[config.mk]
export PLATFORM = sky130hd
export DESIGN_NAME = consec_run_counter_flat
export DESIGN_NICKNAME = d
export VERILOG_FILES = /design/src/rtl/consec_run_pkg.sv /design/src/rtl/consec_run_if.sv /design/src/rtl/consec_run_next_state.sv /design/src/rtl/consec_run_counter.sv /design/src/flat_wrapper.sv
export SDC_FILE = /design/constraint.sdc
export NUM_CORES = 1
export LEC_CHECK = 0
export CAP_MARGIN = 20
export CORE_AREA = 4 4 41 43
export CTS_CLUSTER_DIAMETER = 150
export CTS_CLUSTER_SIZE = 30
export DETAILED_ROUTE_END_ITERATION = 16
export DIE_AREA = 0 0 45 47
export SLEW_MARGIN = 40
export SYNTH_ARGS = -nofsm -noshare
export SYNTH_HDL_FRONTEND = slang
export SYNTH_SLANG_ARGS = --single-unit
export TNS_END_PERCENT = 50
[constraint.sdc]
create_clock -name i_clk -period 1.1 [get_ports i_clk]
set_clock_uncertainty 0.1 [all_clocks]
set_input_delay 0.11 -clock i_clk [delete_from_list [all_inputs] [get_ports i_clk]]
set_output_delay 0.11 -clock i_clk [all_outputs]
set_load 0.1 [all_outputs]
[src/rtl/consec_run_pkg.sv]
// Shared types and helpers for the consecutive-run counter.
// Optional feature macro used by the top: CONSEC_RUN_STICKY_EN.
package consec_run_pkg;

  localparam logic POL_ZEROS = 1'b0;
  localparam logic POL_ONES  = 1'b1;

  // What the next-state logic decided this cycle; exported for debug.
  typedef enum logic [2:0] {
    ACT_HOLD  = 3'd0,
    ACT_CLEAR = 3'd1,
    ACT_BREAK = 3'd2,
    ACT_INC   = 3'd3,
    ACT_SAT   = 3'd4
  } run_action_e;

  function automatic int count_width(input int max_count);
    return $clog2(max_count + 1);
  endfunction

endpackage

[src/rtl/consec_run_if.sv]
// Sample/run-status bundle between the input sampler (master) and the run counter (slave).
// Handshake: valid qualifies w/polarity in the same cycle; there is no ready, the counter accepts every valid sample.
interface consec_run_if #(
  parameter int CW = 3
);
  logic          valid;
  logic          w;
  logic          polarity;
  logic          clear;
  logic [CW-1:0] count;
  logic          z;
  logic          sat;
  logic          hit;

  modport master (
    output valid, w, polarity, clear,
    input  count, z, sat, hit
  );

  modport slave (
    input  valid, w, polarity, clear,
    output count, z, sat, hit
  );
endinterface

[src/rtl/consec_run_next_state.sv]
// Pure combinational next-count function: clear > valid, saturating increment on match, zero on mismatch.
import consec_run_pkg::*;

module consec_run_next_state #(
  parameter int MAX_COUNT = 4,
  parameter int CW        = 3
) (
  input  logic [CW-1:0] i_count,
  input  logic          i_valid,
  input  logic          i_w,
  input  logic          i_polarity,
  input  logic          i_clear,
  output logic [CW-1:0] o_count_next,
  output run_action_e   o_action
);

  localparam logic [CW-1:0] MAX_C = CW'(MAX_COUNT);
  localparam logic [CW-1:0] ONE_C = CW'(1);

  always_comb begin
    o_count_next = i_count;
    o_action     = ACT_HOLD;
    if (i_clear) begin
      o_count_next = '0;
      o_action     = ACT_CLEAR;
    end else if (i_valid) begin
      if (i_w == i_polarity) begin
        // Saturate rather than wrap once the run is at its ceiling.
        if (i_count >= MAX_C) begin
          o_count_next = MAX_C;
          o_action     = ACT_SAT;
        end else begin
          o_count_next = i_count + ONE_C;
          o_action     = ACT_INC;
        end
      end else begin
        o_count_next = '0;
        o_action     = ACT_BREAK;
      end
    end
  end

endmodule

[src/rtl/consec_run_counter.sv]
// Consecutive-run detector: registered run length with threshold, saturation and hit outputs.
// Define CONSEC_RUN_STICKY_EN to make hit a sticky flag held until clear/reset.
import consec_run_pkg::*;

module consec_run_counter #(
  parameter int MAX_COUNT = 4,
  parameter int THRESH    = 4
) (
  input  logic          i_clk,
  input  logic          i_rst,
  consec_run_if.slave   io_bus,
  output run_action_e   o_dbg_action
);

  localparam int CW = count_width(MAX_COUNT);
  localparam logic [CW-1:0] MAX_C    = CW'(MAX_COUNT);
  localparam logic [CW-1:0] THRESH_C = CW'(THRESH);

  if (MAX_COUNT < 1) begin : g_bad_max
    $error("consec_run_counter: MAX_COUNT must be >= 1");
  end
  if (THRESH < 1) begin : g_bad_thresh_lo
    $error("consec_run_counter: THRESH must be >= 1");
  end
  if (THRESH > MAX_COUNT) begin : g_bad_thresh_hi
    $error("consec_run_counter: THRESH must be <= MAX_COUNT");
  end

  logic [CW-1:0] r_count;
  logic [CW-1:0] w_count_next;
  logic          w_z;
  logic          w_sat;

  consec_run_next_state #(
    .MAX_COUNT (MAX_COUNT),
    .CW        (CW)
  ) u_next (
    .i_count      (r_count),
    .i_valid      (io_bus.valid),
    .i_w          (io_bus.w),
    .i_polarity   (io_bus.polarity),
    .i_clear      (io_bus.clear),
    .o_count_next (w_count_next),
    .o_action     (o_dbg_action)
  );

  always_ff @(posedge i_clk) begin
    if (i_rst) begin
      r_count <= '0;
    end else begin
      r_count <= w_count_next;
    end
  end

  // Moore decodes straight off the count register.
  assign w_z   = (r_count >= THRESH_C);
  assign w_sat = (r_count == MAX_C);

  assign io_bus.count = r_count;
  assign io_bus.z     = w_z;
  assign io_bus.sat   = w_sat;

`ifdef CONSEC_RUN_STICKY_EN
  logic r_hit;

  // Clear already forces the next count to zero, so it also wins over a same-cycle crossing.
  always_ff @(posedge i_clk) begin
    if (i_rst) begin
      r_hit <= 1'b0;
    end else if (io_bus.clear) begin
      r_hit <= 1'b0;
    end else if (w_count_next >= THRESH_C) begin
      r_hit <= 1'b1;
    end
  end

  assign io_bus.hit = r_hit;
`else
  assign io_bus.hit = w_z;
`endif

endmodule

[src/flat_wrapper.sv]
// flat-port wrapper written by rule: the top's interface ports become plain ports
module consec_run_counter_flat 
#(
  parameter int MAX_COUNT = 4,
  parameter int THRESH    = 4
)
  (i_clk, i_rst, o_dbg_action, io_bus_valid, io_bus_w, io_bus_polarity, io_bus_clear, io_bus_count, io_bus_z, io_bus_sat, io_bus_hit);
  consec_run_if #(.CW(3)) io_bus_i ();
  input  logic i_clk;
  input  logic i_rst;
  output run_action_e o_dbg_action;
  input wire logic [$bits(io_bus_i.valid)-1:0] io_bus_valid;
  input wire logic [$bits(io_bus_i.w)-1:0] io_bus_w;
  input wire logic [$bits(io_bus_i.polarity)-1:0] io_bus_polarity;
  input wire logic [$bits(io_bus_i.clear)-1:0] io_bus_clear;
  output wire logic [$bits(io_bus_i.count)-1:0] io_bus_count;
  output wire logic [$bits(io_bus_i.z)-1:0] io_bus_z;
  output wire logic [$bits(io_bus_i.sat)-1:0] io_bus_sat;
  output wire logic [$bits(io_bus_i.hit)-1:0] io_bus_hit;
  assign io_bus_i.valid = io_bus_valid;
  assign io_bus_i.w = io_bus_w;
  assign io_bus_i.polarity = io_bus_polarity;
  assign io_bus_i.clear = io_bus_clear;
  assign io_bus_count = io_bus_i.count;
  assign io_bus_z = io_bus_i.z;
  assign io_bus_sat = io_bus_i.sat;
  assign io_bus_hit = io_bus_i.hit;
  consec_run_counter #(.MAX_COUNT(MAX_COUNT), .THRESH(THRESH)) u_core (.i_clk(i_clk), .i_rst(i_rst), .io_bus(io_bus_i), .o_dbg_action(o_dbg_action));
endmodule
==> summary by stage, run 1 <==
CTS
The clock tree from TritonCTS is yes. The buffer cell driving the clock tree root is sky130_fd_sc_hd__clkbuf_4. Clock-pin slew was measured on the worst setup and hold paths at approximately 0.04 ns.

Counting along the longest clock path gives a buffer depth of 2. The number of clock sinks seen by CTS is 3. The CTS H-tree depth is 1. The total CTS buffers is 3.

The clock reaches the later pin of the worst-skew pair after between 0.2 and 0.25 ns. Hold repair after CTS inserted 0 buffers.

Finish
The number of antenna diodes in the final layout is 0. The area growth from synthesis to layout is 215%. The final net count is 64. After routing the design area is 694 sq um. Cells fill 53.4% of the core in the end.

Cells with a size suffix above 1 make up 80.0% of the layout. The number of flip-flops under the largest register name is 3. The library cells used most frequently in the layout, excluding fill and tap cells, are sky130_fd_sc_hd__buf_12, sky130_fd_sc_hd__buf_4, sky130_fd_sc_hd__buf_6.

STA
The final number of max-transition violations is 0. In the post-route analysis, the smallest setup slack over all paths is -0.164 ns. In the final timing run, aggregate negative setup slack is -0.950 ns. For the pin with the worst max-slew slack, the measured transition is around 0.25 ns.

The clock period minus worst slack is 1.26 ns. Setup repair after global routing could not meet its margin everywhere. Timing would allow up to 0.791 GHz. The final-report setup violation count is 11. After layout, the worst path uses 115% of the clock period. The number of hold-slack violations in the final timing report is 0.

The relative max-transition margin is 83.3%.

Global routing
Summed over all layers, the global routing overflow is 0. Global routing used under 10% of the available tracks. The initial antenna violation count is 0. The first global-routing pass estimated around 1100 um of wire. Entering global routing, the biggest net connects 7 pins. The number of global-route vias before repair came to between 200 and 300.

Floorplanning
The core region is 1300 sq um. The width of the chip is 45 um. Row generation in the floorplan step produced 13 rows. 15 I/O pins were placed. The starting density of the core is between 10% and 20%. The floorplan die area is 2120 sq um. From bottom edge to top edge, the die measures 47 um.

Synth
The most used flip-flop cell after synthesis is sky130_fd_sc_hd__dfxtp_1. The netlist area before placement is 220 sq um. The Yosys step of the flow raised 0 warnings. After synthesis the netlist holds a flip-flop and latch count of 3. The gate count of the mapped netlist is 25. Yosys mapped a number of flops with a built-in enable equal to 0. Synthesis produced a netlist with a net count of 33. Sorting the synthesized cells by area gives the leading types as sky130_fd_sc_hd__dfxtp_1, sky130_fd_sc_hd__ha_1, sky130_fd_sc_hd__xnor2_2, sky130_fd_sc_hd__a2111oi_2, sky130_fd_sc_hd__nand2b_1. Counting distinct cell types in the post-synthesis netlist gives 17. Of all flip-flops after synthesis, the portion carrying an async set or reset was 0%.

The post-synthesis sequential area ratio is 27.3%. In this run the mean area of a mapped cell was just under 9 sq um. The cell taking the most area after synthesis is sky130_fd_sc_hd__dfxtp_1. The fraction of post-synthesis cell area in the top cell type by area is 27.3%.

Worst setup path
The slowest stage of the critical path is the sky130_fd_sc_hd__dfxtp_4 cell. The worst setup path is of the reg -> out kind. The worst-case reg-to-reg path depth is 4.

The minimum setup slack among reg-to-reg paths is -0.08 ns. The origin of the critical flop-to-flop path is u_core.io_bus.count[0]. The largest single stage delay on the critical path is 0.36 ns. The data arrival at the endpoint of the critical path is 1.05 ns. Counting both buffers and inverters, the worst setup path holds a total of 2.

STA puts the critical path data required time at approximately 0.9 ns. Of all nets on the critical path, the largest fanout is 2. The critical path goes through inv_4, ha_4, and2_4, buf_12. The worst setup path is captured at an output port.

The capture point of the worst reg-to-reg path is u_core.io_bus.count[2]. The cell family with the largest share of critical-path delay is flip-flops. The startpoint type of the worst setup path is a flop.

Run status
The checks that failed: negative setup slack. The flow ran to the end, but the final reports show violations.

Placement
Summing all placed instances gives a cell area of 541 sq um. Routability-driven placement finished with a final weighted congestion of roughly 0.75. The wire-length estimate of the detail-placed layout is about 500 um. The total of buffers placed on input and output ports is 14. At the placement stage, the worst setup path has a slack of -0.394 ns.

Job
The number of max-capacitance violations reported is 0.

Hold path
The beginning of the worst hold path is io_bus_clear. The path class of the tightest hold or removal check is in -> reg. Counting instances, the worst hold path has a depth of 3.

The hold-critical path endpoint is u_core.io_bus.count[1].

Power
The total power is between 0.4 and 0.5 mW. The maximum VDD drop is 0.532 mV. The power density over the cells is 688 nW/um^2.

For this design the static power due to leakage is 0.290 nW.

Route
For this block, the routed nets add up to 683 um of wire. The total via count in the routed design is 277. Dividing the detail-routed wire length by the instance count gives 9.76 um. The DRC violation count after routing is 0. Once detail routing completed, the nets flagged for antenna violations numbered 0.

After detailed routing, the number of vias per cell comes to slightly below 4. For this run, the detailed router's first-pass iteration total came to 1. The starting DRC count in detailed routing is 0.
cells in the mapped netlist, types with 2 or more instances:
cell / number
sky130_fd_sc_hd__dfxtp_1: 3
sky130_fd_sc_hd__inv_1: 3
sky130_fd_sc_hd__a21oi_1: 2
sky130_fd_sc_hd__ha_1: 2
sky130_fd_sc_hd__nand2b_1: 2
sky130_fd_sc_hd__nor3_1: 2
how the worst max path moves through the flow:
stage	slack, ns	depth (start not counted)	start	to
2_1_floorplan	-0.53	2	u_core.io_bus.count[2]	o_dbg_action[2]
3_3_place_gp	-0.37	5	io_bus_polarity	o_dbg_action[2]
3_5_place_dp	-0.39	5	io_bus_polarity	o_dbg_action[2]
4_1_cts	-0.18	3	u_core.io_bus.count[2]	o_dbg_action[0]
5_1_grt	-0.19	5	io_bus_w	o_dbg_action[2]
6_report	-0.16	4	u_core.io_bus.count[1]	io_bus_sat
power breakdown:
part           internal (mW)  total, mW  switching (mW)
Combinational         0.0821      0.180          0.0983
Clock                  0.136      0.190          0.0546
Sequential             0.105      0.107         0.00186
Total                  0.323      0.478           0.155
timing repair:
item	4_1_cts	5_1_grt
pin swaps	4	4
setup buffers	5	2
gates resized for setup	16	7
setup endpoints to repair	10	12
worst register-to-register path: stages, from the launching register on:
cell and delay, ns:
sky130_fd_sc_hd__dfxtp_4 0.35, sky130_fd_sc_hd__buf_6 0.10, sky130_fd_sc_hd__ha_1 0.16, sky130_fd_sc_hd__a21oi_2 0.08, sky130_fd_sc_hd__a2111oi_4 0.27
per-layer routing:
layer	up-vias	GRT usage, %	wire length (um)
li1	149	-	-
met1	116	6.79	255
met2	12	13.3	369
met3	0	2.68	58
met4	0	5.26	0
met5	-	0	0
area by class of cell:
| cell class | count | area (sq um) |
|---|---|---|
| sequential | 3 | 71.3 |
| tap | 15 | 18.8 |
| inverter | 4 | 22.5 |
| fill | 128 | 607 |
| clock buffer | 4 | 26.3 |
| timing repair buffer | 28 | 347 |
| multi-input combinational | 16 | 209 |
per-stage QoR:
stage / hold slack (ns) / instances
finish: 0.217 / 70
global route: 0.224 / 70
CTS: 0.202 / 68
detailed placement: 0.517 / 59
global placement: 0.510 / 59
floorplan: 0.0696 / 25
cells by family (layout without fill, tap and decap cells):
| kind of cell | count (synthesis) | after routing | synth area share (%) |
|---|---|---|---|
| simple gates | 7 | 7 | 19.3 |
| compound gates | 6 | 6 | 22.7 |
| buf+inv | 6 | 36 | 11.9 |
| flops | 3 | 3 | 27.3 |
| fa+ha+maj | 2 | 2 | 11.4 |
| xor+xnor | 1 | 1 | 7.39 |
(Power assumes the default switching activity.)
==> inputs of run 2 (changes only) <==
--- a/config.mk
+++ b/config.mk
@@ -11,6 +11,7 @@
 export CTS_CLUSTER_SIZE = 30
 export DETAILED_ROUTE_END_ITERATION = 16
 export DIE_AREA = 0 0 45 47
+export PLACE_DENSITY = 0.42
 export SLEW_MARGIN = 40
 export SYNTH_ARGS = -nofsm -noshare
 export SYNTH_HDL_FRONTEND = slang
==> run 2 against run 1 <==
- the flow still finishes with violations (negative setup slack)
- global-route usage grew 0.079 points
- sequential power about the same
- total power rose by 2.5%
- critical path type unchanged
- critical endpoint unchanged
==> summary by stage, run 2 (synthesis results as in run 1) <==
Run status
The checks that failed: negative setup slack. The flow ran to the end, but the final reports show violations.

Power
The total internal power came to 0.331 mW (+2.4%). The combinational fraction of design power is 38.5% (+0.7 points). The power density over the cells was 689 nW/um^2 (+0.17%). The proportion of power drawn by flip-flops and latches is 21.8% (-0.6 points).

The leakage dissipation was 0.312 nW (+7.7%). The net switching power is 0.159 mW (+2.7%). The maximum VDD drop was 0.747 mV (+40%). The switching share of power was 32.5% (+0.044 points). The clock network fraction of design power is 39.7% (-0.2 points).

Worst setup path
The maximum fanout along the worst path is 2 (unchanged). The worst-case reg-to-reg path depth is 4 (unchanged). The capture point of the worst reg-to-reg path is u_core.io_bus.count[2]. Walking the worst path, the cells encountered are inv_2, ha_4, and2_4, buf_12. The minimum setup slack among reg-to-reg paths was -0.09 ns (about the same). The critical path is of the reg -> out type.

STA classifies the critical path endpoint as an output port. The largest individual stage delay along the critical path comes from the cell sky130_fd_sc_hd__dfxtp_4. The required time at the endpoint of the critical path is 0.89 ns (about the same). The startpoint type of the worst setup path is a flop. The data arrival at the endpoint of the critical path is 1.05 ns (about the same).

The maximum single-stage delay on the critical path was 0.34 ns (-0.02 ns). The startpoint identified for the worst register-to-register timing path is u_core.io_bus.count[0].

Floorplanning
The standard-cell row count is 13 (unchanged). The core box area came to 1300 sq um (unchanged). The boundary pin count is 15 (unchanged). The vertical die dimension is 47 um (unchanged). The width of the chip is 45 um (unchanged). The floorplan die area came to 2120 sq um (unchanged). The starting density of the core is 16.9% (unchanged).

STA
The fmax came to 0.791 GHz (about the same). The final-report setup violation count was 10 (-1). The relative max-transition margin is 80.8% (-2.5 points). The share of the clock period used by the worst path is 115% (about the same). The final number of max-transition violations came to 0 (unchanged). The clock period minus worst slack came to 1.26 ns (+0.000100 ns). The worst hold margin is 0.104 ns (-0.113 ns). The slew of the pin with the lowest slew margin is 0.288 ns (+0.0378 ns). The post-layout worst setup margin is -0.164 ns (-0.000100 ns). The number of hold-slack violations in the final timing report is 0 (unchanged). Setup repair after global routing could not meet its margin everywhere.

Finish
From synthesis to final layout, the design area changed by 223%. The fraction of final layout cells sized beyond drive strength 1 is 82.5% (+2.5 points). The number of flip-flops under the largest register name came to 3 (unchanged).

The final non-filler cell area is 711 sq um (+2.3%). The area of all sequential standard cells is 71.3 sq um (unchanged). The number of fill cells was 119 (-7.0%). The final core area utilization is 54.6% (+1.3 points).

The final net count came to 66 (+3.1%). In the layout the commonest cells are sky130_fd_sc_hd__buf_12, sky130_fd_sc_hd__buf_4, sky130_fd_sc_hd__buf_6, sky130_fd_sc_hd__clkbuf_4, sky130_fd_sc_hd__dfxtp_4. The antenna diode instance count is 0 (unchanged).

The area used by multi-input combinational logic came to 201 sq um (-3.6%).

Global routing
The remaining global-route overflow is 0 (unchanged). The maximum number of pins on one net before global-route repair is 7 (unchanged). The global-route usage over all layers is 7.41% (+0.079 points). The initial antenna violation count is 0 (unchanged). The number of global-route vias before repair is 291 (+3.2%). The first-pass GRT wire length is 1080 um (unchanged).

Hold path
The number of cells traversed by the worst hold path is 3 (unchanged). The startpoint identified for the worst hold timing path is io_bus_clear. The worst hold path terminates at u_core.io_bus.count[1]. The worst hold path belongs to the class in -> reg.

CTS
TritonCTS built the clock tree. The clock-pin transition on the worst setup and hold timing paths is 0.04 ns (about the same). The number of buffers inserted for hold repair after clock tree synthesis was 0 (unchanged). The number of buffers between clock root and the deepest sink is 2 (unchanged). The CTS H-tree depth was 1 (unchanged). The number of clock sinks seen by CTS is 3 (unchanged). The buffer cell driving the clock tree root is sky130_fd_sc_hd__clkbuf_4. The source-to-sink clock delay at the later pin of the worst-skew pair is 0.24 ns (about the same). The total CTS buffers was 3 (unchanged).

Job
The number of max-capacitance violations reported is 0 (unchanged).

Route
The detail-routed via count per cell came to 4.26 (+7.8%). The starting DRC count in detailed routing is 0 (unchanged). The final wirelength was 770 um (+13%).

The total via count in the routed design is 307 (+11%). The first-pass detailed-route iteration total is 1 (unchanged). The DRC violation count after routing is 0 (unchanged). The routed wirelength normalized by instance count is 10.7 um (+9.6%). The post-detailed-route count of antenna-violating nets is 0 (unchanged).

Placement
The final weighted congestion of routability-driven global placement is 0.843 (+13%). The cell area reported after detailed placement is 541 sq um (unchanged). The HPWL after detailed placement came to 500 um (+2.5%).

The total of buffers placed on input and output ports is 14 (unchanged).
[run 2: stage by stage]
step / total power [mW] / setup TNS, ns / setup WS (ns) / std cells
2_1_floorplan: 0.188 / -2.39 / -0.525 / 25
3_3_place_gp: 0.262 / -1.89 / -0.368 / 59
3_5_place_dp: 0.263 / -2.06 / -0.406 / 59
4_1_cts: 0.477 / -1.32 / -0.194 / 67
5_1_grt: 0.511 / -1.63 / -0.200 / 72
6_report: 0.490 / -1.20 / -0.164 / 72
[run 2: area by class of cell]
cell class / count / area share (%)
Multi-Input combinational cell: 16 / 28.3
Sequential cell: 3 / 10.0
Clock buffer: 4 / 3.70
Inverter: 4 / 2.82
Tap cell: 15 / 2.64
Timing Repair Buffer: 30 / 52.5
[run 2: how the worst max path moves through the flow]
stage	start	endpoint	cells past startpoint	slack [ns]
CTS	u_core.io_bus.count[1]	io_bus_sat	4	-0.19
detailed placement	io_bus_polarity	o_dbg_action[2]	5	-0.41
global route	u_core.io_bus.count[2]	o_dbg_action[2]	3	-0.20
global placement	io_bus_polarity	o_dbg_action[2]	5	-0.37
finish	u_core.io_bus.count[1]	io_bus_sat	4	-0.16
floorplan	u_core.io_bus.count[2]	o_dbg_action[2]	2	-0.53
[run 2: worst max-delay path, delay by kind of cell, from the launching register on]
kind	cells	cell delay (ns)
and+or+nand+nor	1	0.13
DFF	1	0.34
adders and majority gates	1	0.14
buffers and inverters	2	0.20
[run 2: power groups by stage]
| stage | sequential, mW | combinational, mW | clock [mW] |
|---|---|---|---|
| after floorplan | 0.120 | 0.0672 | 0 |
| after global placement | 0.109 | 0.154 | 0 |
| after detailed placement | 0.109 | 0.154 | 0 |
| after CTS | 0.106 | 0.167 | 0.204 |
| after global routing | 0.107 | 0.198 | 0.205 |
| final | 0.107 | 0.188 | 0.194 |
[run 2: timing repair]
item,in CTS,in global routing
pin swaps,4,4
setup endpoints to repair,10,12
hold endpoints to repair,0,0
resized for setup,8,16
setup buffers,4,5
[run 2: routing by layer]
metal  routed length [um]  track usage [%]  vias to the layer above  part of all wire, %
met5                    0                0                        -                    0
met4                   19             8.77                        0                  2.5
met3                   48             1.53                        2                  6.2
met2                  448             13.0                       12                   58
met1                  254             6.56                      143                   33
li1                     -                -                      150                    -
==> inputs of run 3 (changes only) <==
--- a/config.mk
+++ b/config.mk
@@ -7,6 +7,7 @@
 export LEC_CHECK = 0
 export CAP_MARGIN = 20
 export CORE_AREA = 4 4 41 43
+export CTS_BUF_LIST = sky130_fd_sc_hd__clkbuf_8 sky130_fd_sc_hd__clkbuf_16
 export CTS_CLUSTER_DIAMETER = 150
 export CTS_CLUSTER_SIZE = 30
 export DETAILED_ROUTE_END_ITERATION = 16
==> run 3 against run 2 <==
- the flow still finishes with violations (negative setup slack)
- clock power increased by 64%
- register-to-register slack hardly changed
- fmax up 1.4%
- sequential share of layout area stayed put
- final cell count is 2.8% lower
- final area is the same
- total power is 23% higher
- critical path depth unchanged
==> summary by stage, run 3 (synthesis results as in run 1) <==
Run status
The flow ran to the end, but the final reports show violations. The final reports fail on negative setup slack.

Job
The number of max-capacitance violations reported is 0 (unchanged).

Finish
The antenna diode instance count is 0 (unchanged). The commonest non-fill, non-tap cell in the layout is sky130_fd_sc_hd__buf_4. The final net count is 64 (-3.0%). The final non-filler cell area is 711 sq um (unchanged). In the layout the commonest cells are sky130_fd_sc_hd__buf_4, sky130_fd_sc_hd__buf_12, sky130_fd_sc_hd__buf_6, sky130_fd_sc_hd__clkbuf_8, sky130_fd_sc_hd__dfxtp_4. The number of flip-flops under the largest register name is 3 (unchanged). The fraction of final layout cells sized beyond drive strength 1 is 89.1% (+6.6 points). The area growth from synthesis to layout is 223% (unchanged).

Floorplanning
The standard-cell row count was 13 (unchanged). The boundary pin count is 15 (unchanged). The starting density of the core was 16.9% (unchanged).

The vertical die dimension was 47 um (unchanged). The width of the chip is 45 um (unchanged). The core box area was 1300 sq um (unchanged).

The floorplan die area is 2120 sq um (unchanged).

CTS
The number of buffers between clock root and the deepest sink is 2 (unchanged). The clock-pin transition on the worst setup and hold timing paths was 0.03 ns (about the same). The number of clock sinks seen by CTS is 3 (unchanged).

The tree is rooted in a sky130_fd_sc_hd__clkbuf_8. The source-to-sink clock delay at the later pin of the worst-skew pair is 0.22 ns (-0.02 ns). TritonCTS built the clock tree. The total CTS buffers is 3 (unchanged). The CTS H-tree depth is 1 (unchanged).

STA
The final number of max-transition violations is 0 (unchanged). The final setup TNS was -1.03 ns (+0.163 ns). The share of the clock period used by the worst path is 113% (-1.5 points). Setup repair after global routing could not meet its margin everywhere. The slew of the pin with the lowest slew margin is 0.267 ns (-0.0210 ns). The clock period minus worst slack is 1.25 ns (-0.0169 ns). The relative max-transition margin is 82.2% (+1.4 points). The fmax is 0.802 GHz (+1.4%). The final-report setup violation count is 11 (+1). The number of hold-slack violations in the final timing report is 0 (unchanged). The post-layout worst setup margin came to -0.147 ns (+0.0169 ns).

Hold path
The startpoint identified for the worst hold timing path is io_bus_clear. The hold-critical path endpoint is u_core.io_bus.count[0]. The worst hold path class is in -> reg. The number of cells traversed by the worst hold path came to 3 (unchanged).

Route
The detail-routed via count per cell is 4.29 (+0.51%). The routed wirelength normalized by instance count was 10.4 um (-2.4%). The DRC violation count after routing is 0 (unchanged). The total via count in the routed design was 300 (-2.3%). The first-pass detailed-route iteration total is 2 (+1). The final wirelength came to 731 um (-5.1%). The starting DRC count in detailed routing is 2 (+2). The post-detailed-route count of antenna-violating nets was 0 (unchanged).

Worst setup path
The worst-case reg-to-reg path depth is 4 (unchanged). The startpoint type of the worst setup path is a flop. The maximum fanout along the worst path came to 3 (+1). The minimum setup slack among reg-to-reg paths is -0.09 ns (about the same). The type of the worst setup path is reg -> out. The capture point of the worst reg-to-reg path is u_core.io_bus.count[2]. The data arrival at the endpoint of the critical path is 1.04 ns (about the same). The origin of the critical flop-to-flop path is u_core.io_bus.count[1]. The required time at the endpoint of the critical path is 0.89 ns (about the same). The endpoint type of the worst setup path is an output port.

The critical path starts at u_core.io_bus.count[1].

Global routing
The remaining global-route overflow was 0 (unchanged). The maximum number of pins on one net before global-route repair is 7 (unchanged). The number of global-route vias before repair is 294 (+1.0%).

The initial antenna violation count was 0 (unchanged). The first-pass GRT wire length is 1110 um (+3.2%). The global-route usage over all layers was 7.81% (+0.39 points).

Power
The maximum VDD drop is 0.678 mV (-9.2%). The leakage dissipation is 0.300 nW (-4.0%). The total power is 0.603 mW (+23%). The power density over the cells came to 848 nW/um^2 (+23%).

Placement
The worst setup slack before clock tree synthesis was -0.406 ns (unchanged). The cell area reported after detailed placement is 541 sq um (unchanged). The total of buffers placed on input and output ports is 14 (unchanged). The HPWL after detailed placement was 500 um (unchanged). The final weighted congestion of routability-driven global placement is 0.843 (unchanged).
==> run 3: cell types whose count changed in the layout (fill, tap and decap cells not counted), sizes merged <==
cell	change
buf	-2
dlymetal6s2s	-1
inv	+1
==> run 3: timing repair <==
item,in CTS,in global routing
hold buffers,0,0
setup buffers,4,3
endpoints found under the setup margin,10,12
pin swaps,3,7
resized for setup,12,14
==> run 3: how the worst max path moves through the flow <==
stage	end	slack [ns]	cells past startpoint
finish	io_bus_sat	-0.15	4
global route	io_bus_sat	-0.17	4
floorplan	o_dbg_action[2]	-0.53	2
CTS	io_bus_sat	-0.18	4
global placement	o_dbg_action[2]	-0.37	5
detailed placement	o_dbg_action[2]	-0.41	5
==> run 3: area by class of cell <==
cell class	instances	area [sq um]
well taps	15	18.8
inverters	4	20.0
fillers	123	591
clock buffers	3	41.3
clock inverters	1	3.75
flip-flops and latches	3	71.3
repair buffers	28	339
multi-input cells	16	216
==> run 3: metal layers <==
metal / part of all wire [%] / wire length, um / track usage, %
met3: 8.8 / 64 / 2.68
met2: 54 / 397 / 13.6
met1: 33 / 241 / 6.56
met4: 3.8 / 28 / 8.77
met5: 0 / 0 / 0
==> run 3: report_power, final <==
group	internal (mW)	switching [mW]	total (mW)	leakage, nW
Combinational	0.0796	0.0979	0.177	0.247
Clock	0.238	0.0800	0.318	0.0269
Sequential	0.105	0.00193	0.107	0.0266
==> run 3: stage by stage <==
step / utilization, % / instances / hold slack, ns
final: 54.6 / 70 / 0.224
after global routing: 54.6 / 70 / 0.225
after CTS: 49.4 / 67 / 0.204
after detailed placement: 41.5 / 59 / 0.421
after global placement: 41.5 / 59 / 0.416
after floorplan: - / 25 / 0.0696
==> run 3: critical path, stage by stage (launching register included) <==
cell and delay, ns:
sky130_fd_sc_hd__dfxtp_4 0.34, sky130_fd_sc_hd__inv_2 0.04, sky130_fd_sc_hd__ha_4 0.14, sky130_fd_sc_hd__and2_4 0.13, sky130_fd_sc_hd__buf_12 0.16
